### src/rtl/alu_share_arbiter.sv
// rtl/alu_share_arbiter.sv - two-requester valid/ready front end for one shared 16-bit ALU
//
// Purpose:
//   Accepts one ALU operation at a time from either of two requesters, registers
//   the operands, presents them to the external combinational ALU for one cycle,
//   captures result/Zero and returns them to the requester that issued the op.
//   Sequence per op: IDLE (accept) -> EXEC (ALU driven) -> RESP (held until taken).
//
// Configuration macro:
//   ALU_ARB_RR_EN  defined   : round-robin tie-break; pointer flips away from the
//                              requester whose response just completed.
//                  undefined : fixed priority, requester 0 wins ties.
//
// Ports:
//   clk, rst_n                    clock, asynchronous active-low reset
//   req0_valid/req0_ready         requester 0 request handshake
//   req0_a, req0_b, req0_op       operands and opcode
//   req0_dir                      shift direction (1 = right)
//   rsp0_valid/rsp0_ready         requester 0 response handshake
//   rsp0_result, rsp0_zero        returned result and Zero flag
//   req1_*, rsp1_*                same set for requester 1
//   alu_a, alu_b, alu_op          ALU operand/opcode inputs
//   alu_one_zero                  ALU direction input (latched req dir)
//   alu_result, alu_zero          ALU outputs
//   busy                          high whenever not IDLE
//   owner                         index of the requester currently granted

module alu_share_arbiter #(
    parameter int DATA_W = 16,
    parameter int OP_W   = 4
) (
    input  logic              clk,
    input  logic              rst_n,

    input  logic              req0_valid,
    output logic              req0_ready,
    input  logic [DATA_W-1:0] req0_a,
    input  logic [DATA_W-1:0] req0_b,
    input  logic [OP_W-1:0]   req0_op,
    input  logic              req0_dir,
    output logic              rsp0_valid,
    input  logic              rsp0_ready,
    output logic [DATA_W-1:0] rsp0_result,
    output logic              rsp0_zero,

    input  logic              req1_valid,
    output logic              req1_ready,
    input  logic [DATA_W-1:0] req1_a,
    input  logic [DATA_W-1:0] req1_b,
    input  logic [OP_W-1:0]   req1_op,
    input  logic              req1_dir,
    output logic              rsp1_valid,
    input  logic              rsp1_ready,
    output logic [DATA_W-1:0] rsp1_result,
    output logic              rsp1_zero,

    output logic [DATA_W-1:0] alu_a,
    output logic [DATA_W-1:0] alu_b,
    output logic [OP_W-1:0]   alu_op,
    output logic              alu_one_zero,
    input  logic [DATA_W-1:0] alu_result,
    input  logic              alu_zero,

    output logic              busy,
    output logic              owner
);

    localparam logic [1:0] S_IDLE = 2'd0;
    localparam logic [1:0] S_EXEC = 2'd1;
    localparam logic [1:0] S_RESP = 2'd2;

    // Opcode that makes the ALU output a constant zero; parked on the bus
    // outside EXEC so the ALU does not toggle while idle or stalled.
    localparam logic [OP_W-1:0] OP_ZERO = OP_W'(6);

    logic [1:0]        r_state;
    logic [DATA_W-1:0] r_a;
    logic [DATA_W-1:0] r_b;
    logic [OP_W-1:0]   r_op;
    logic              r_dir;
    logic              r_owner;
    logic [DATA_W-1:0] r_result;
    logic              r_zero;

    logic w_idle;
    logic w_sel1;
    logic w_accept;
    logic w_rsp_done;

    assign w_idle = (r_state == S_IDLE);

`ifdef ALU_ARB_RR_EN
    logic r_ptr;

    // Requester 1 wins when it is the only one asking, or on a tie when the
    // pointer favours it.
    assign w_sel1 = req1_valid && (!req0_valid || r_ptr);

    always_ff @(posedge clk or negedge rst_n) begin
        if (!rst_n) begin
            r_ptr <= 1'b0;
        end else if (w_rsp_done) begin
            r_ptr <= ~r_owner;
        end
    end
`else
    assign w_sel1 = req1_valid && !req0_valid;
`endif

    // Only the selected requester ever sees ready, and only in IDLE.
    assign req0_ready = w_idle && req0_valid && !w_sel1;
    assign req1_ready = w_idle && w_sel1;
    assign w_accept   = w_idle && (req0_valid || req1_valid);

    assign w_rsp_done = (r_state == S_RESP) && (r_owner ? rsp1_ready : rsp0_ready);

    always_ff @(posedge clk or negedge rst_n) begin
        if (!rst_n) begin
            r_state  <= S_IDLE;
            r_a      <= '0;
            r_b      <= '0;
            r_op     <= OP_ZERO;
            r_dir    <= 1'b0;
            r_owner  <= 1'b0;
            r_result <= '0;
            r_zero   <= 1'b0;
        end else begin
            case (r_state)
                S_IDLE: begin
                    if (w_accept) begin
                        r_a     <= w_sel1 ? req1_a   : req0_a;
                        r_b     <= w_sel1 ? req1_b   : req0_b;
                        r_op    <= w_sel1 ? req1_op  : req0_op;
                        r_dir   <= w_sel1 ? req1_dir : req0_dir;
                        r_owner <= w_sel1;
                        r_state <= S_EXEC;
                    end
                end
                S_EXEC: begin
                    r_result <= alu_result;
                    r_zero   <= alu_zero;
                    r_state  <= S_RESP;
                end
                S_RESP: begin
                    if (w_rsp_done) begin
                        r_state <= S_IDLE;
                    end
                end
                default: begin
                    r_state <= S_IDLE;
                end
            endcase
        end
    end

    // Operand lines keep their last latched value; only the opcode is gated.
    assign alu_a        = r_a;
    assign alu_b        = r_b;
    assign alu_one_zero = r_dir;
    assign alu_op       = (r_state == S_EXEC) ? r_op : OP_ZERO;

    assign rsp0_valid  = (r_state == S_RESP) && !r_owner;
    assign rsp1_valid  = (r_state == S_RESP) &&  r_owner;
    assign rsp0_result = r_result;
    assign rsp1_result = r_result;
    assign rsp0_zero   = r_zero;
    assign rsp1_zero   = r_zero;

    assign busy  = !w_idle;
    assign owner = r_owner;

endmodule
### config.mk
export PLATFORM = sky130hd
export DESIGN_NAME = alu_share_arbiter
export DESIGN_NICKNAME = d
export VERILOG_FILES = /design/src/rtl/alu_share_arbiter.sv
export SDC_FILE = /design/constraint.sdc
export NUM_CORES = 1
export LEC_CHECK = 0
export CAP_MARGIN = 10
export CORE_AREA = 3 3 113 83
export DETAILED_ROUTE_END_ITERATION = 16
export DIE_AREA = 0 0 116 86
export GPL_ROUTABILITY_DRIVEN = 0
export GPL_TIMING_DRIVEN = 0
export PLACE_DENSITY = 0.79
export REMOVE_ABC_BUFFERS = 1
export SETUP_SLACK_MARGIN = 0.02
export SLEW_MARGIN = 0
export SYNTH_ARGS = -nofsm -noshare
export SYNTH_HDL_FRONTEND = slang
export SYNTH_SLANG_ARGS = --single-unit
### constraint.sdc
create_clock -name clk -period 3.45 [get_ports clk]
set_input_delay 0.5175 -clock clk [delete_from_list [all_inputs] [get_ports clk]]
set_output_delay 0.5175 -clock clk [all_outputs]
set_load 0.01 [all_outputs]
==> results of run 1 <==
## area by class of cell
cell class / instances / area, sq um / share of cell area (%)
repair buffers: 175 / 1770 / 36.4
inverters: 4 / 15.0 / 0.309
well taps: 105 / 131 / 2.71
clock buffers: 11 / 243 / 5.00
flip-flops and latches: 57 / 1430 / 29.4
clock inverters: 4 / 20.0 / 0.412
multi-input cells: 108 / 1250 / 25.7
## sequential cells by signal, summed over array words and instances (netlist names)
| name | count |
|---|---|
| owner | 1 |
| r_op | 4 |
| r_state | 2 |
| alu_a | 16 |
| alu_one_zero | 1 |
| rsp0_result | 16 |
| alu_b | 16 |
| rsp0_zero | 1 |
## critical path: stages, from the launching register on
cell                              delay [ps]
sky130_fd_sc_hd__dfrtp_1                 380
sky130_fd_sc_hd__nand2b_1                590
sky130_fd_sc_hd__or2_2                   520
sky130_fd_sc_hd__clkdlybuf4s50_1         480
## cell families (layout without fill, tap and decap cells)
group,count (synthesis),in the layout,synth area share [%]
mux,92,92,39.9
simple gates,13,13,2.46
buf+inv,31,194,7.80
flops,57,57,49.2
compound gates,3,3,0.603
## cell usage after synthesis (all sizes together)
cell    instances
mux2           88
o21ai           1
nor2            7
dfstp           2
buf            27
a21oi           1
and2            1
dfrtp          55
nand2b          3
inv             4
or2             2
mux2i           4
o21a            1
## per-layer routing
| metal | track usage [%] | part of all wire, % | vias to the layer above |
|---|---|---|---|
| li1 | - | - | 983 |
| met1 | 17.1 | 39 | 1032 |
| met2 | 25.2 | 50 | 93 |
| met3 | 6.14 | 9.9 | 6 |
| met4 | 4.11 | 0.82 | 0 |
| met5 | 0 | 0 | - |
## how the worst max path moves through the flow
stage / to / slack, ps / cells past startpoint
4_1_cts: alu_op[1] / 580 / 3
3_3_place_gp: rsp0_result[1]$_DFFE_PN0N_ / 40 / 1
3_5_place_dp: req1_ready / 720 / 4
5_1_grt: alu_op[1] / 440 / 3
2_1_floorplan: alu_a[0]$_DFFE_PN0P_ / 1190 / 3
6_report: alu_op[1] / 650 / 3
## report_power, final
part / total [W] / internal [W] / switching, W / leakage (nW)
clock: 0.000774 / 0.000494 / 0.000279 / 0.135
sequential: 0.00123 / 0.00103 / 0.000201 / 0.665
combinational: 0.00212 / 0.00137 / 0.000749 / 1.28
total: 0.00412 / 0.00289 / 0.00123 / 2.08
## through the flow
stage               instances  utilization [%]  hold WS (ps)
floorplan                 169                -           222
global placement          447             54.6           489
detailed placement        449             55.1           490
CTS                       464             58.2           266
global route              464             58.2           305
finish                    464             58.2           246
==> Flow_metrics.wiki, run 1 <==
{| class="wikitable"
! Metric !! Value
|-
| Kind of critical path || reg -> out
|-
| Number of synthesized register bits || 57
|-
| Area contributors post-synth || sky130_fd_sc_hd__dfrtp_1, sky130_fd_sc_hd__mux2_2, sky130_fd_sc_hd__mux2_4
|-
| Final number of setup-violating endpoints || 0
|-
| Slew of the pin with the lowest slew margin || 968 ps
|-
| Total power per unit cell area || 849 nW/um^2
|-
| Standard-cell rows || 28
|-
| CTS Buf Count || 9
|-
| Clock tree root buffer cell || sky130_fd_sc_hd__clkbuf_16
|-
| Maximum fanout count along the critical path || 22
|-
| Worst min-delay path category || in -> async
|-
| Outcome || complete, no violations
|-
| CP Launch Type || flop
|-
| Worst slew margin relative to its limit || 35.5%
|-
| Total Die Area || 9980 sq um
|-
| Routed WL || 7180 um
|-
| Filler instances || 702
|-
| Setup TNS after final layout || 0 ps
|-
| Cell Area, Synth || 2900 sq um
|-
| Area share of the largest cell type after synthesis || 47.4%
|-
| Number of DRC markers after the initial detailed-route iteration || 51
|-
| Final std cell area, no fill || 4850 sq um
|-
| Number of clock sinks || 57
|-
| First element of the critical path || r_state[1]$_DFFE_PN0P_
|-
| Number of resized instances in the post-cts repair step || 0
|-
| Number of top-level pins || 174
|-
| Chip height || 86 um
|-
| Hold_buf cts || 0
|-
| Highest clock rate || 357 MHz
|-
| R2r setup slk || 1640 ps
|-
| Worst Reg-to-Reg Cells || 4
|-
| Global-route wire length before repair || 11400 um
|-
| # H-tree levels || 3
|-
| Largest net degree at the start of global routing || 39
|-
| Via count of the first global-routing pass || 2279
|-
| Routed wire length per instance || 15.5 um
|-
| Global-route usage over all layers || 14.8%
|-
| Distinct cell type count after synthesis || 17
|-
| Worst endpoint data arrival time || 2280 ps
|-
| Detailed-router iteration count before antenna repair || 4
|-
| Post-synthesis cell count || 196
|-
| Setup repair bufs after CTS || 0
|-
| DRC violation count after routing || 0
|-
| Half-perimeter wire length of the detailed placement result || 5580 um
|-
| Port bufs || 173
|-
| Count of pins over their slew limit || 0
|-
| Final worst path period need || 2800 ps
|-
| Critical path endpoint category || output pin
|-
| RSZ-0062 raised after global routing || no
|-
| Remaining antenna violation count || 0
|-
| Worst path setup slack after routing || 649 ps
|-
| Antenna diode instance count || 0
|-
| Crit share post-route || 81.2%
|-
| Final Hold Violating Endpoints || 0
|-
| Buffers from clock root to sink, at most || 2
|-
| Initial antenna violation count || 0
|-
| Layout net count || 452
|-
| Clock tree skew after final layout || 6.43 ps
|-
| Global-route congestion overflow total || 0
|-
| Max-cap violations || 0
|-
| Synth warn || 0
|-
| Static leakage || 2.08 nW
|-
| Fraction of final layout cells sized beyond drive strength 1 || 30.9%
|-
| Starting density of the core || 34.8%
|-
| Most frequent cells in the layout || sky130_fd_sc_hd__clkdlybuf4s50_1, sky130_fd_sc_hd__dfrtp_1, sky130_fd_sc_hd__mux2_2, sky130_fd_sc_hd__mux2_4, sky130_fd_sc_hd__clkbuf_16
|-
| Signed area change from the synthesized netlist to the final layout || 67.2%
|-
| Seq/Total Area, Yosys || 49.2%
|-
| FF-to-FF Start || r_state[1]$_DFFE_PN0P_
|-
| Area of the core || 8340 sq um
|-
| Number of vias after detailed routing || 2114
|-
| DR vias/cell || 4.56
|-
| Die X || 116 um
|-
| Syn_area_per_cell || 14.8 sq um
|-
| Placed cell areas || 4590 sq um
|-
| Most frequent standard cell in the layout excluding fill and tap cells || sky130_fd_sc_hd__clkdlybuf4s50_1
|-
| Data required time of the worst path || 2930 ps
|-
| Library cell occupying the most area in the post-synthesis netlist || sky130_fd_sc_hd__dfrtp_1
|-
| Tot Pwr || 0.00412 W
|-
| Clock transition time at the flip-flop clock pins of the worst setup and hold paths || 50 ps
|-
| Worst slack, placed || 721 ps
|-
| TritonCTS clock tree || built
|-
| Peak ir drop on the vdd network || 0.000375 V
|-
| Clock latency at the later pin of the worst-skew pair || 310 ps
|-
| Worst reg2reg endpoint || alu_a[1]$_DFFE_PN0P_
|}
Note: power is estimated with default switching activity, not from simulation.
==> run 2: changes to the inputs <==
==> constraint.sdc (replaced) <==
create_clock -name clk -period 2.6 [get_ports clk]
set_input_delay 0.39 -clock clk [delete_from_list [all_inputs] [get_ports clk]]
set_output_delay 0.39 -clock clk [all_outputs]
set_load 0.01 [all_outputs]
==> Flow_metrics.wiki, run 2 (synthesis gave the netlist of run 1 again) <==
{| class="wikitable"
! Metric !! Value
|-
| Antenna diode instance count || 0 (unchanged)
|-
| Final std cell area, no fill || 4860 sq um (was 4850 sq um)
|-
| Worst min-delay path category || in -> async (unchanged)
|-
| Peak ir drop on the vdd network || 0.000496 V (was 0.000375 V)
|-
| Clock tree skew after final layout || 6.44 ps (was 6.43 ps)
|-
| Worst slack, placed || 126 ps (was 721 ps)
|-
| Routed wire length per instance || 15.5 um (unchanged)
|-
| DRC violation count after routing || 0 (unchanged)
|-
| Setup repair bufs after CTS || 0 (unchanged)
|-
| Fraction of final layout cells sized beyond drive strength 1 || 31.2% (was 30.9%)
|-
| Global-route congestion overflow total || 0 (unchanged)
|-
| Static leakage || 2.08 nW (about the same)
|-
| Highest clock rate || 411 MHz
|-
| Largest net degree at the start of global routing || 39 (unchanged)
|-
| First element of the critical path || req1_valid (was r_state[1]$_DFFE_PN0P_)
|-
| Detailed-router iteration count before antenna repair || 4 (unchanged)
|-
| Standard-cell rows || 28 (unchanged)
|-
| Data required time of the worst path || 2210 ps (was 2930 ps)
|-
| Setup TNS after final layout || 0 ps (unchanged)
|-
| Outcome || complete, no violations (unchanged)
|-
| Worst path setup slack after routing || 167 ps (was 649 ps)
|-
| Number of clock sinks || 57 (unchanged)
|-
| Final number of setup-violating endpoints || 0 (unchanged)
|-
| Filler instances || 702 (unchanged)
|-
| Critical path endpoint category || output pin (unchanged)
|-
| Worst slew margin relative to its limit || 53.4% (was 35.5%)
|-
| Number of vias after detailed routing || 2112 (was 2114)
|-
| Die X || 116 um (unchanged)
|-
| Global-route usage over all layers || 14.7% (was 14.8%)
|-
| Slew of the pin with the lowest slew margin || 700 ps (was 968 ps)
|-
| Final worst path period need || 2430 ps
|-
| Total Die Area || 9980 sq um (unchanged)
|-
| RSZ-0062 raised after global routing || no (unchanged)
|-
| Signed area change from the synthesized netlist to the final layout || 67.3% (was 67.2%)
|-
| Maximum fanout count along the critical path || 38 (was 22)
|-
| CTS Buf Count || 9 (unchanged)
|-
| Routed WL || 7180 um (unchanged)
|-
| Crit share post-route || 93.6%
|-
| FF-to-FF Start || r_state[1]$_DFFE_PN0P_ (unchanged)
|-
| Starting density of the core || 34.8% (unchanged)
|-
| Global-route wire length before repair || 11400 um (about the same)
|-
| CP Launch Type || input port (was flop)
|-
| Clock tree root buffer cell || sky130_fd_sc_hd__clkbuf_16 (unchanged)
|-
| Count of pins over their slew limit || 0 (unchanged)
|-
| Layout Utilization || 58.2% (about the same)
|-
| Initial antenna violation count || 0 (unchanged)
|-
| Number of DRC markers after the initial detailed-route iteration || 45 (was 51)
|-
| DR vias/cell || 4.55 (was 4.56)
|-
| Layout net count || 452 (unchanged)
|-
| Chip height || 86 um (unchanged)
|-
| Buffers from clock root to sink, at most || 2 (unchanged)
|-
| Placed cell areas || 4590 sq um (unchanged)
|-
| # H-tree levels || 3 (unchanged)
|-
| Via count of the first global-routing pass || 2280 (was 2279)
|-
| Clock transition time at the flip-flop clock pins of the worst setup and hold paths || 50 ps (about the same)
|-
| Remaining antenna violation count || 0 (unchanged)
|-
| Half-perimeter wire length of the detailed placement result || 5580 um (unchanged)
|-
| Port bufs || 173 (unchanged)
|-
| Number of top-level pins || 174 (unchanged)
|-
| TritonCTS clock tree || built (unchanged)
|-
| Total power per unit cell area || 1130 nW/um^2 (was 849 nW/um^2)
|-
| Final Hold Violating Endpoints || 0 (unchanged)
|-
| Kind of critical path || in -> out (was reg -> out)
|-
| Area of the core || 8340 sq um (unchanged)
|-
| Most frequent standard cell in the layout excluding fill and tap cells || sky130_fd_sc_hd__clkdlybuf4s50_1 (unchanged)
|-
| Max-cap violations || 0 (unchanged)
|-
| Most frequent cells in the layout || sky130_fd_sc_hd__clkdlybuf4s50_1, sky130_fd_sc_hd__dfrtp_1, sky130_fd_sc_hd__mux2_2, sky130_fd_sc_hd__mux2_4, sky130_fd_sc_hd__clkbuf_16 (unchanged)
|-
| Clock latency at the later pin of the worst-skew pair || 310 ps (about the same)
|-
| Worst endpoint data arrival time || 2040 ps (was 2280 ps)
|}
-- run 2: cell types whose count changed in the layout (fill, tap and decap cells not counted) --
| cell | previous run | this run |
|---|---|---|
| sky130_fd_sc_hd__nand2b_2 | 0 | 1 |
| sky130_fd_sc_hd__nand2b_1 | 2 | 1 |
-- run 2: stage by stage --
step                      hold WS (ps)  instances  total power (W)
after floorplan                   94.4        169          0.00290
after global placement             489        447          0.00442
after detailed placement           480        449          0.00449
after CTS                          138        464          0.00556
after global routing               178        464          0.00580
final                              119        464          0.00547
-- run 2: final timing paths --
check | to | slack (ps) | depth (start not counted)
min in group clk | alu_b[12]$_DFFE_PN0P_ | 500 | 1
max reg2reg | alu_a[1]$_DFFE_PN0P_ | 790 | 4
max in group asynchronous | rsp0_result[2]$_DFFE_PN0N_ | 1880 | 2
max | req1_ready | 170 | 4
min | alu_b[13]$_DFFE_PN0P_ | 120 | 1
min reg2reg | alu_b[12]$_DFFE_PN0P_ | 500 | 1
-- run 2: worst max-delay path, cell delays in order --
cell                              delay, ps
sky130_fd_sc_hd__clkdlybuf4s50_1        550
sky130_fd_sc_hd__nand2b_4               350
sky130_fd_sc_hd__nor2_1                 190
sky130_fd_sc_hd__clkdlybuf4s50_1        550
-- run 2: where the power goes --
group / internal, W / leakage, nW / switching [W]
sequential: 0.00136 / 0.665 / 0.000269
combinational: 0.00181 / 1.28 / 0.000994
clock: 0.000656 / 0.135 / 0.000370
-- run 2: layer usage --
layer  up-vias  wire length (um)  track usage [%]  share of wire, %
met3         6               709             6.14               9.9
met4         0                59             4.11              0.82
li1        983                 -                -                 -
met2        93              3590             25.2                50
met1      1030              2830             17.1                39
met5         -                 0                0                 0
-- run 2: layout make-up --
| cell class | instances | area, sq um | area share [%] |
|---|---|---|---|
| Clock inverter | 4 | 20.0 | 0.412 |
| Inverter | 4 | 15.0 | 0.309 |
| Timing Repair Buffer | 175 | 1770 | 36.4 |
| Tap cell | 105 | 131 | 2.71 |
| Clock buffer | 11 | 243 | 5.00 |
| Multi-Input combinational cell | 108 | 1250 | 25.8 |
| Sequential cell | 57 | 1430 | 29.4 |
-- run 2: what timing repair did --
item                                    4_1_cts  5_1_grt
resized for setup                             1        0
endpoints found under the setup margin        2        0
hold buffers                                  0        0
